## config.mk

```make
export PLATFORM = sky130hd
export DESIGN_NAME = firefly_pwm_multi_flat
export DESIGN_NICKNAME = d
export VERILOG_FILES = /design/src/rtl/firefly_pwm_multi_if.sv /design/src/rtl/firefly_pwm_multi.sv /design/src/flat_wrapper.sv
export SDC_FILE = /design/constraint.sdc
export NUM_CORES = 1
export LEC_CHECK = 0
export CORE_MARGIN = 4
export CORE_UTILIZATION = 45
export DETAILED_ROUTE_END_ITERATION = 7
export PLACE_DENSITY = 0.69
export SLEW_MARGIN = 0
export SYNTH_ARGS = -nofsm -noshare
export SYNTH_HDL_FRONTEND = slang
export SYNTH_SLANG_ARGS = --single-unit
```

## constraint.sdc

```tcl
create_clock -name clk -period 4.5 [get_ports clk]
set_input_delay 0.9 -clock clk [delete_from_list [all_inputs] [get_ports clk]]
set_output_delay 0.9 -clock clk [all_outputs]
set_load 0.05 [all_outputs]
```

## src/rtl/firefly_pwm_multi_if.sv

```systemverilog
// Host-side bundle for firefly_pwm_multi: control/status register port plus
// the per-channel configuration request/busy handshake.
interface firefly_pwm_multi_if #(
    parameter int PWM_WIDTH = 8
) ();
    logic [31:0]          c_in;
    logic                 c_we;
    logic [31:0]          c_out;
    logic [3:0]           cfg_ch;
    logic [PWM_WIDTH-1:0] cfg_duty;
    logic                 cfg_mode;
    logic                 cfg_req;
    logic                 cfg_busy;

    modport master (
        output c_in, c_we, cfg_ch, cfg_duty, cfg_mode, cfg_req,
        input  c_out, cfg_busy
    );

    modport slave (
        input  c_in, c_we, cfg_ch, cfg_duty, cfg_mode, cfg_req,
        output c_out, cfg_busy
    );
endinterface

```

## src/rtl/firefly_pwm_multi.sv

```systemverilog
// Multi-channel LED PWM: one shared prescaled period counter drives CHANNELS
// outputs, each either at a static duty or breathing up/down once per period.
module firefly_pwm_multi #(
    parameter int CHANNELS       = 4,
    parameter int PWM_WIDTH      = 8,
    parameter int PRESCALE_WIDTH = 16
) (
    input  logic                clk,
    input  logic                reset,
    firefly_pwm_multi_if.slave  bus,
    output logic [CHANNELS-1:0] led_out
);

    typedef enum logic [1:0] {
        ST_IDLE = 2'd0,
        ST_LOAD = 2'd1,
        ST_DONE = 2'd2
    } cfg_state_t;

    localparam logic [PWM_WIDTH-1:0] PWM_MAX  = {PWM_WIDTH{1'b1}};
    localparam logic [PWM_WIDTH-1:0] PWM_ZERO = {PWM_WIDTH{1'b0}};
    localparam logic [PWM_WIDTH-1:0] PWM_ONE  = {{(PWM_WIDTH-1){1'b0}}, 1'b1};
    localparam logic                 DIR_UP   = 1'b0;
    localparam logic                 DIR_DOWN = 1'b1;

    cfg_state_t                state_q, state_d;
    logic [3:0]                ch_q, ch_d;
    logic [PWM_WIDTH-1:0]      cduty_q, cduty_d;
    logic                      cmode_q, cmode_d;
    logic                      busy_q, busy_d;

    logic                      enable_q, enable_d;
    logic [PRESCALE_WIDTH-1:0] prescale_q, prescale_d;
    logic [PRESCALE_WIDTH-1:0] pre_cnt_q, pre_cnt_d;
    logic [PWM_WIDTH-1:0]      pwm_cnt_q, pwm_cnt_d;

    logic [PWM_WIDTH-1:0]      duty_q  [CHANNELS];
    logic [PWM_WIDTH-1:0]      duty_d  [CHANNELS];
    logic [PWM_WIDTH-1:0]      level_q [CHANNELS];
    logic [PWM_WIDTH-1:0]      level_d [CHANNELS];
    logic [CHANNELS-1:0]       mode_q, mode_d;
    logic [CHANNELS-1:0]       dir_q, dir_d;
    logic [CHANNELS-1:0]       led_q, led_d;
    logic [CHANNELS-1:0]       step_s;
    logic                      flag_q, flag_d;

    logic                      tick_s;
    logic                      period_end_s;
    logic                      load_s;
    logic [PWM_WIDTH-1:0]      eff_s   [CHANNELS];
    logic                      ctrl_unused_s;

    assign ctrl_unused_s = ^bus.c_in[15:1];

    // Configuration FSM next state; latches the request only while idle.
    always_comb begin
        state_d = state_q;
        ch_d    = ch_q;
        cduty_d = cduty_q;
        cmode_d = cmode_q;
        case (state_q)
            ST_IDLE: begin
                if (bus.cfg_req) begin
                    ch_d    = bus.cfg_ch;
                    cduty_d = bus.cfg_duty;
                    cmode_d = bus.cfg_mode;
                    state_d = ST_LOAD;
                end else begin
                    state_d = ST_IDLE;
                end
            end
            ST_LOAD: state_d = ST_DONE;
            ST_DONE: state_d = ST_IDLE;
            default: state_d = ST_IDLE;
        endcase
        busy_d = (state_d != ST_IDLE);
    end

    // Control register, prescaler and shared period counter.
    always_comb begin
        enable_d   = enable_q;
        prescale_d = prescale_q;
        tick_s     = enable_q && (pre_cnt_q == prescale_q);
        if (bus.c_we) begin
            enable_d   = bus.c_in[0];
            prescale_d = bus.c_in[16 +: PRESCALE_WIDTH];
        end else begin
            enable_d   = enable_q;
            prescale_d = prescale_q;
        end
        if (bus.c_we || tick_s) begin
            pre_cnt_d = {PRESCALE_WIDTH{1'b0}};
        end else if (enable_q) begin
            pre_cnt_d = pre_cnt_q + {{(PRESCALE_WIDTH-1){1'b0}}, 1'b1};
        end else begin
            pre_cnt_d = pre_cnt_q;
        end
        if (tick_s) begin
            pwm_cnt_d = pwm_cnt_q + PWM_ONE;
        end else begin
            pwm_cnt_d = pwm_cnt_q;
        end
        period_end_s = tick_s && (pwm_cnt_q == PWM_MAX);
        load_s       = (state_q == ST_LOAD) && ({1'b0, ch_q} < 5'(CHANNELS));
    end

    // Per-channel duty/level update; a config write overrides a breath step.
    always_comb begin
        for (int i = 0; i < CHANNELS; i++) begin
            duty_d[i]  = duty_q[i];
            level_d[i] = level_q[i];
            mode_d[i]  = mode_q[i];
            dir_d[i]   = dir_q[i];
            step_s[i]  = 1'b0;
            if (load_s && (ch_q == 4'(i))) begin
                duty_d[i]  = cduty_q;
                mode_d[i]  = cmode_q;
                level_d[i] = cduty_q;
                dir_d[i]   = (cduty_q == PWM_MAX) ? DIR_DOWN : DIR_UP;
            end else if (period_end_s && mode_q[i]) begin
                step_s[i] = 1'b1;
                if (dir_q[i] == DIR_UP) begin
                    level_d[i] = (level_q[i] == PWM_MAX) ? PWM_MAX : level_q[i] + PWM_ONE;
                    dir_d[i]   = (level_d[i] == PWM_MAX) ? DIR_DOWN : DIR_UP;
                end else begin
                    level_d[i] = (level_q[i] == PWM_ZERO) ? PWM_ZERO : level_q[i] - PWM_ONE;
                    dir_d[i]   = (level_d[i] == PWM_ZERO) ? DIR_UP : DIR_DOWN;
                end
            end else begin
                level_d[i] = level_q[i];
                dir_d[i]   = dir_q[i];
            end
            eff_s[i] = mode_q[i] ? level_q[i] : duty_q[i];
            led_d[i] = enable_q && (pwm_cnt_q < eff_s[i]);
        end
    end

    // Channel 0 completes a breath when a down-step lands on zero.
    always_comb begin
        if (step_s[0] && (dir_q[0] == DIR_DOWN) && (level_q[0] == PWM_ONE)) begin
            flag_d = ~flag_q;
        end else begin
            flag_d = flag_q;
        end
    end

    // Configuration FSM state and latched request.
    always_ff @(posedge clk or negedge reset) begin
        if (!reset) begin
            state_q <= ST_IDLE;
            ch_q    <= 4'd0;
            cduty_q <= PWM_ZERO;
            cmode_q <= 1'b0;
            busy_q  <= 1'b0;
        end else begin
            state_q <= state_d;
            ch_q    <= ch_d;
            cduty_q <= cduty_d;
            cmode_q <= cmode_d;
            busy_q  <= busy_d;
        end
    end

    // Control, counters, breath flag and LED drive.
    always_ff @(posedge clk or negedge reset) begin
        if (!reset) begin
            enable_q   <= 1'b0;
            prescale_q <= {PRESCALE_WIDTH{1'b0}};
            pre_cnt_q  <= {PRESCALE_WIDTH{1'b0}};
            pwm_cnt_q  <= PWM_ZERO;
            flag_q     <= 1'b0;
            led_q      <= {CHANNELS{1'b0}};
            mode_q     <= {CHANNELS{1'b0}};
            dir_q      <= {CHANNELS{DIR_UP}};
        end else begin
            enable_q   <= enable_d;
            prescale_q <= prescale_d;
            pre_cnt_q  <= pre_cnt_d;
            pwm_cnt_q  <= pwm_cnt_d;
            flag_q     <= flag_d;
            led_q      <= led_d;
            mode_q     <= mode_d;
            dir_q      <= dir_d;
        end
    end

    // Per-channel duty and breathing level storage.
    always_ff @(posedge clk or negedge reset) begin
        if (!reset) begin
            for (int i = 0; i < CHANNELS; i++) begin
                duty_q[i]  <= PWM_ZERO;
                level_q[i] <= PWM_ZERO;
            end
        end else begin
            for (int i = 0; i < CHANNELS; i++) begin
                duty_q[i]  <= duty_d[i];
                level_q[i] <= level_d[i];
            end
        end
    end

    assign led_out      = led_q;
    assign bus.cfg_busy = busy_q;
    assign bus.c_out    = {16'(prescale_q), 13'd0, busy_q, enable_q, flag_q};

endmodule
```

## src/flat_wrapper.sv

```systemverilog
// flat-port wrapper written by rule: the top's interface ports become plain ports
module firefly_pwm_multi_flat 
#(
    parameter int CHANNELS       = 4,
    parameter int PWM_WIDTH      = 8,
    parameter int PRESCALE_WIDTH = 16
)
  (clk, reset, led_out, bus_c_in, bus_c_we, bus_cfg_ch, bus_cfg_duty, bus_cfg_mode, bus_cfg_req, bus_c_out, bus_cfg_busy);
  firefly_pwm_multi_if #(.PWM_WIDTH(PWM_WIDTH)) bus_i ();
  input  logic clk;
  input  logic reset;
  output logic [CHANNELS-1:0] led_out;
  input wire logic [$bits(bus_i.c_in)-1:0] bus_c_in;
  input wire logic [$bits(bus_i.c_we)-1:0] bus_c_we;
  input wire logic [$bits(bus_i.cfg_ch)-1:0] bus_cfg_ch;
  input wire logic [$bits(bus_i.cfg_duty)-1:0] bus_cfg_duty;
  input wire logic [$bits(bus_i.cfg_mode)-1:0] bus_cfg_mode;
  input wire logic [$bits(bus_i.cfg_req)-1:0] bus_cfg_req;
  output wire logic [$bits(bus_i.c_out)-1:0] bus_c_out;
  output wire logic [$bits(bus_i.cfg_busy)-1:0] bus_cfg_busy;
  assign bus_i.c_in = bus_c_in;
  assign bus_i.c_we = bus_c_we;
  assign bus_i.cfg_ch = bus_cfg_ch;
  assign bus_i.cfg_duty = bus_cfg_duty;
  assign bus_i.cfg_mode = bus_cfg_mode;
  assign bus_i.cfg_req = bus_cfg_req;
  assign bus_c_out = bus_i.c_out;
  assign bus_cfg_busy = bus_i.cfg_busy;
  firefly_pwm_multi #(.CHANNELS(CHANNELS), .PWM_WIDTH(PWM_WIDTH), .PRESCALE_WIDTH(PRESCALE_WIDTH)) u_core (.clk(clk), .reset(reset), .bus(bus_i), .led_out(led_out));
endmodule
```

* After elaboration in Yosys (flattened, before gate mapping)
Index checks and enable logic that the tools add are counted.
Word-level totals: bits in registers 134, output and inout bits 37, logic and storage cells 145
Operators by class: add/subtract/negate cells 10, magnitude comparators 5, equal/unequal tests 16, muxes and demuxes 51, bitwise operators 1, reductions and logical operators 35
Operators by type and width (number):
- 2-to-1 mux 8 bit | 24
- equality test 8 bit (second input constant) | 10
- zero test 8 bit | 8
- adder 8 x 1 -> 8 bit (second input constant) | 5
- < comparator 8 bit | 4
- 2-to-1 mux 16 bit | 2
- subtractor 8 x 1 -> 8 bit (second input constant) | 4
- 2-to-1 mux 1 bit | 24
- logical AND 1 bit | 17
- adder 16 x 1 -> 16 bit (second input constant) | 1
- equality test 16 bit | 1
- nonzero test 2 bit | 6
- equality test 4 x 2 -> 1 bit (second input constant) | 2
- equality test 8 x 1 -> 1 bit (second input constant) | 1
- equality test 4 x 1 -> 1 bit (second input constant) | 1
- zero test 4 bit | 1
- < comparator 4 x 3 -> 1 bit (second input constant) | 1
- case mux 2 bit (2 select lines) | 1
- equality test 2 x 1 -> 1 bit (second input constant) | 1
- zero test 2 bit | 1
- AND reduction 2 bit | 1
- logical OR 1 bit | 1
- inverter 1 bit | 1

* Logic depth before layout (Yosys ltp)
depth after elaboration 8, mapped depth 9, mapped depth without buffers 8

* Least setup slack after synthesis
No wires, ideal clock.
kind reg-to-reg, start point register u_core.level_q[8] (netlist name), end point register u_core.level_q[11] (netlist name), library setup time 0.135 ns, arrival time 2.119 ns, required time 4.365 ns, setup slack 2.246 ns, stages on the path, launching flop included 10, path buffers 1, cell sequence dfrtp_1 clkbuf_1 inv_1 ha_1 nor4b_1 nand3_1 a31oi_1 nand4_1 a22oi_1 o21ai_0
On the way: word-level cells in the longest chain between the ends 5, elaborated cells on any way between the ends 9
RTL lines:
- start, declared | line firefly_pwm_multi.sv:39 | logic [PWM_WIDTH-1:0] level_q [CHANNELS];
- start signal, assigned by index | line firefly_pwm_multi.sv:197 | level_q[i] <= level_d[i];
- adder 8 x 1 -> 8 bit, or another cell as far along | line firefly_pwm_multi.sv:123 | level_d[i] = (level_q[i] == PWM_MAX) ? PWM_MAX : level_q[i] + PWM_ONE;
- 2-to-1 mux 8 bit, on equally long branches | line firefly_pwm_multi.sv:123, firefly_pwm_multi.sv:126
- 2-to-1 mux 8 bit * | line firefly_pwm_multi.sv:122 | if (dir_q[i] == DIR_UP) begin
- 2-to-1 mux 8 bit * | line firefly_pwm_multi.sv:120 | end else if (period_end_s && mode_q[i]) begin
- 2-to-1 mux 8 bit * | line firefly_pwm_multi.sv:115 | if (load_s && (ch_q == 4'(i))) begin
Mark *: on every way between the ends. The rest lies on a longest branch, timed or not. The select of a mux whose other input is x is not followed. A chain may end at the register's enable or synchronous reset.

* Worst setup path in the final report
start point register u_core.pwm_cnt_q[0], end point register u_core.level_q[4] (netlist name)
On the way: word-level cells in the longest chain between the ends 4
RTL lines:
- start, declared | line firefly_pwm_multi.sv:35 | logic [PWM_WIDTH-1:0] pwm_cnt_q, pwm_cnt_d;
- start signal, assigned | line firefly_pwm_multi.sv:179 | pwm_cnt_q <= pwm_cnt_d;
- equality test 8 bit | line firefly_pwm_multi.sv:103 | period_end_s = tick_s && (pwm_cnt_q == PWM_MAX);
- logical AND 1 bit | line firefly_pwm_multi.sv:103
- logical AND 1 bit | line firefly_pwm_multi.sv:120
- nonzero test 2 bit (no source line)
Every way passes these cells.

==> impl_metrics.ini <==
[global_routing]
antenna_found_initial = 0
grt_first_pass_wirelength_mm = 36.2
grt.total_usage_pct = 20.4
grt_max_degree = 68
grt_pass1_vias = 7100
grt_overflow = 0

[timing]
hold_viol_final = 0
tightest_slew_ns = 1.15
period_needed_ns = 2.99
setup_violations = 0
slew-limit-headroom_pct = 23.2
tns_ns = 0
fmax_mhz = 335
rsz0062_at_grt = false
worst_clock_skew_ns = 0.00935
drv_slew = 0
fin_crit_sh_pct = 66.4

[floorplanning]
coreArea_sq_um = 19000
row_count = 50
dieHeight_microns = 148
start_util_pct = 46.5
die_area_sq_um = 21900
die_x_microns = 148
io_pins = 86

[cells_and_area]
nNetsFinal = 1094
syn_to_final_growth_pct = 14.6
antenna_cells = 0
drive_above_1_share_pct = 8.19
final_area_sq_um = 10100

[setup_path]
r2r_cells = 7
critPathKind = reg -> reg
crit_chain = ha_1 -> nand3_1 -> or3_4 -> nor4_4 -> nand3_1 -> or3b_1 -> nand3_1
start_kind = register
required_ns = 4.86
worst_ep_arrival_time_ns = 3.35
slowest_delay_ns = 0.54
r2r-end = u_core.level_q[4]
critPathMaxFanout = 11
crit_start = u_core.pwm_cnt_q[0]
crit_path_frequent_cell = nand3_1
cpMaxStageDelayCell = or3b_1
worstSetupEndpointType = register
timing.rr.start = u_core.pwm_cnt_q[0]
reg2reg_slack_ns = 1.51
endpoint = u_core.level_q[4]

[pwr]
powerDensity_nw_per_um2 = 531
vdd_ir_drop_max_mv = 0.294
p_leak_uw = 0.00435

[clocking]
postCtsHoldBufs = 0
cts-resized-gates = 0
post_cts_buffers = 0
cts_tree = built
clk_pin_slew_ns = 0.06
cts_root_buf = clkbuf_16
htreeDepth = 4
cts_num_sinks = 134
cts_made_buffers = 17
clk_latency_ns = 0.43
clockBufferDepth = 2

[placed_design]
dp_hpwl_mm = 15.0
globalplace.congestion = 0.884
io_buffers = 57
placed_area_sq_um = 9450

[logic_synthesis]
synth_cells = 983
ys.flop_type = dfrtp_1
synth_edf_count = 0
ys_warn_count = 0
synth-seq-area-share_pct = 38.1
ys_types = 72
async_flop_share_pct = 100
syn-cell-area_sq_um = 8810
avgSynthCellArea_sq_um = 8.96
synth_seq_cells = 134

[drt]
drt_iter0_drc = 571
dr.pass1.iters = 5
drtAntennaViolNets = 0
wirelength_mm = 21.5
vias = 7359
remaining_drc_errors = 0
drt-vias-per-instance = 5.78
post_drt_wl_per_cell_microns = 16.9

[worst_hold_path]
hold_class = in -> async

[status]
status = finished clean

[flow_run]
maxCapViolCount = 0
## through the flow
stage                     util, %  hold WS (ns)  total power (uW)  std cells  worst slack [ns]
after detailed placement     49.9         0.462              3800       1243              1.50
after floorplan                 -         0.443              3310        995              2.25
final                        53.3         0.441              5360       1274              1.51
after CTS                    53.3         0.468              5370       1274              1.51
after global placement       49.9         0.458              3760       1243              1.57
after global routing         53.3         0.493              5740       1274              1.24
## cell usage in the layout (no fill, tap or decap), drive strengths merged, types with 5 or more instances in the layout
cell / n
nand2: 150
dfrtp: 134
clkdlybuf4s50: 56
mux2i: 55
nor2: 55
nand3: 50
o21ai: 47
ha: 43
xnor2: 31
mux2: 30
inv: 30
a21oi: 25
a31oi: 24
nor3: 23
nand4: 19
clkbuf: 17
xor2: 15
o21a: 14
and3: 14
nand2b: 13
conb: 13
o22ai: 11
nor2b: 10
a21o: 9
o211ai: 8
nor4: 8
buf: 7
o31ai: 6
a2111oi: 5
nand4b: 5
bufinv: 5
## Yosys cell counts (5+ instances only)
master,count,share of area [%]
a2111oi_0,5,0.50
a21o_1,9,0.77
a21oi_1,25,1.4
a31oi_1,24,1.7
and3_1,14,0.99
buf_1,6,0.26
buf_2,7,0.40
buf_4,16,1.4
clkbuf_1,45,1.9
dfrtp_1,134,38
ha_1,43,6.1
inv_1,26,1.1
mux2_2,30,3.8
mux2i_1,55,6.2
nand2_1,150,6.4
nand2b_1,13,0.92
nand3_1,47,2.7
nand4_1,19,1.3
nand4b_1,5,0.50
nor2_1,55,2.3
nor2b_1,10,0.71
nor3_1,23,1.3
nor4_1,6,0.43
o211ai_1,8,0.68
o21a_1,14,1.2
o21ai_0,47,2.7
o22ai_1,11,0.78
o31ai_1,6,0.51
xnor2_1,31,3.1
xor2_1,15,1.5
## cell type report
| class | count | area (sq um) |
|---|---|---|
| well taps | 260 | 325 |
| multi-input cells | 760 | 5060 |
| clock inverters | 14 | 223 |
| repair buffers | 63 | 617 |
| clock buffers | 17 | 425 |
| fillers | 1695 | 8860 |
| inverters | 26 | 97.6 |
| flip-flops and latches | 134 | 3350 |
## sequential cells by signal, summed over array words and instances (netlist names)
| register | count |
|---|---|
| u_core.state_q | 2 |
| u_core.pre_cnt_q | 16 |
| u_core.dir_q | 4 |
| u_core.enable_q | 1 |
| u_core.level_q | 32 |
| u_core.cduty_q | 8 |
| u_core.flag_q | 1 |
| u_core.mode_q | 4 |
| u_core.bus.cfg_busy | 1 |
| u_core.led_out | 4 |
| u_core.cmode_q | 1 |
| u_core.prescale_q | 16 |
| u_core.duty_q | 32 |
| u_core.pwm_cnt_q | 8 |
| u_core.ch_q | 4 |
## layer usage
metal	part of all wire [%]	vias to the layer above	routed length (microns)	GRT usage, %
met5	0	-	0	0
met4	1.2	0	262	5.08
met3	6.0	24	1300	3.31
met2	47	227	10200	33.4
met1	45	3552	9780	28.4
li1	-	3556	-	-
## report_power, final
part	internal [uW]	switching (uW)
registers	1500	558
clock network	987	564
logic	810	945
## worst min-delay path by stage
stage                 startpoint                   end  slack, ns  cells after the start
2_1_floorplan      u_core.flag_q         u_core.flag_q       0.44                      1
3_3_place_gp   u_core.duty_q[17]     u_core.duty_q[17]       0.46                      2
3_5_place_dp       u_core.flag_q         u_core.flag_q       0.46                      1
4_1_cts                    reset  u_core.prescale_q[3]       0.47                      1
5_1_grt         u_core.duty_q[5]      u_core.duty_q[5]       0.49                      2
6_report                   reset  u_core.prescale_q[3]       0.44                      1
## cell families after synthesis
group,count (synthesis),synth area share (%)
other cells,1,0.0426
compound gates,192,14.5
mux,85,10.1
flops,134,38.1
fa+ha+maj,43,6.11
xor+xnor,46,4.57
simple gates,381,21.5
buf+inv,101,5.17
## critical path: cells and delay by family (launching register included)
family,cells,cell delay [ns]
adders and majority gates,1,0.25
DFF,1,0.53
and+or+nand+nor,6,2.13
Note: power is estimated with default switching activity, not from simulation.
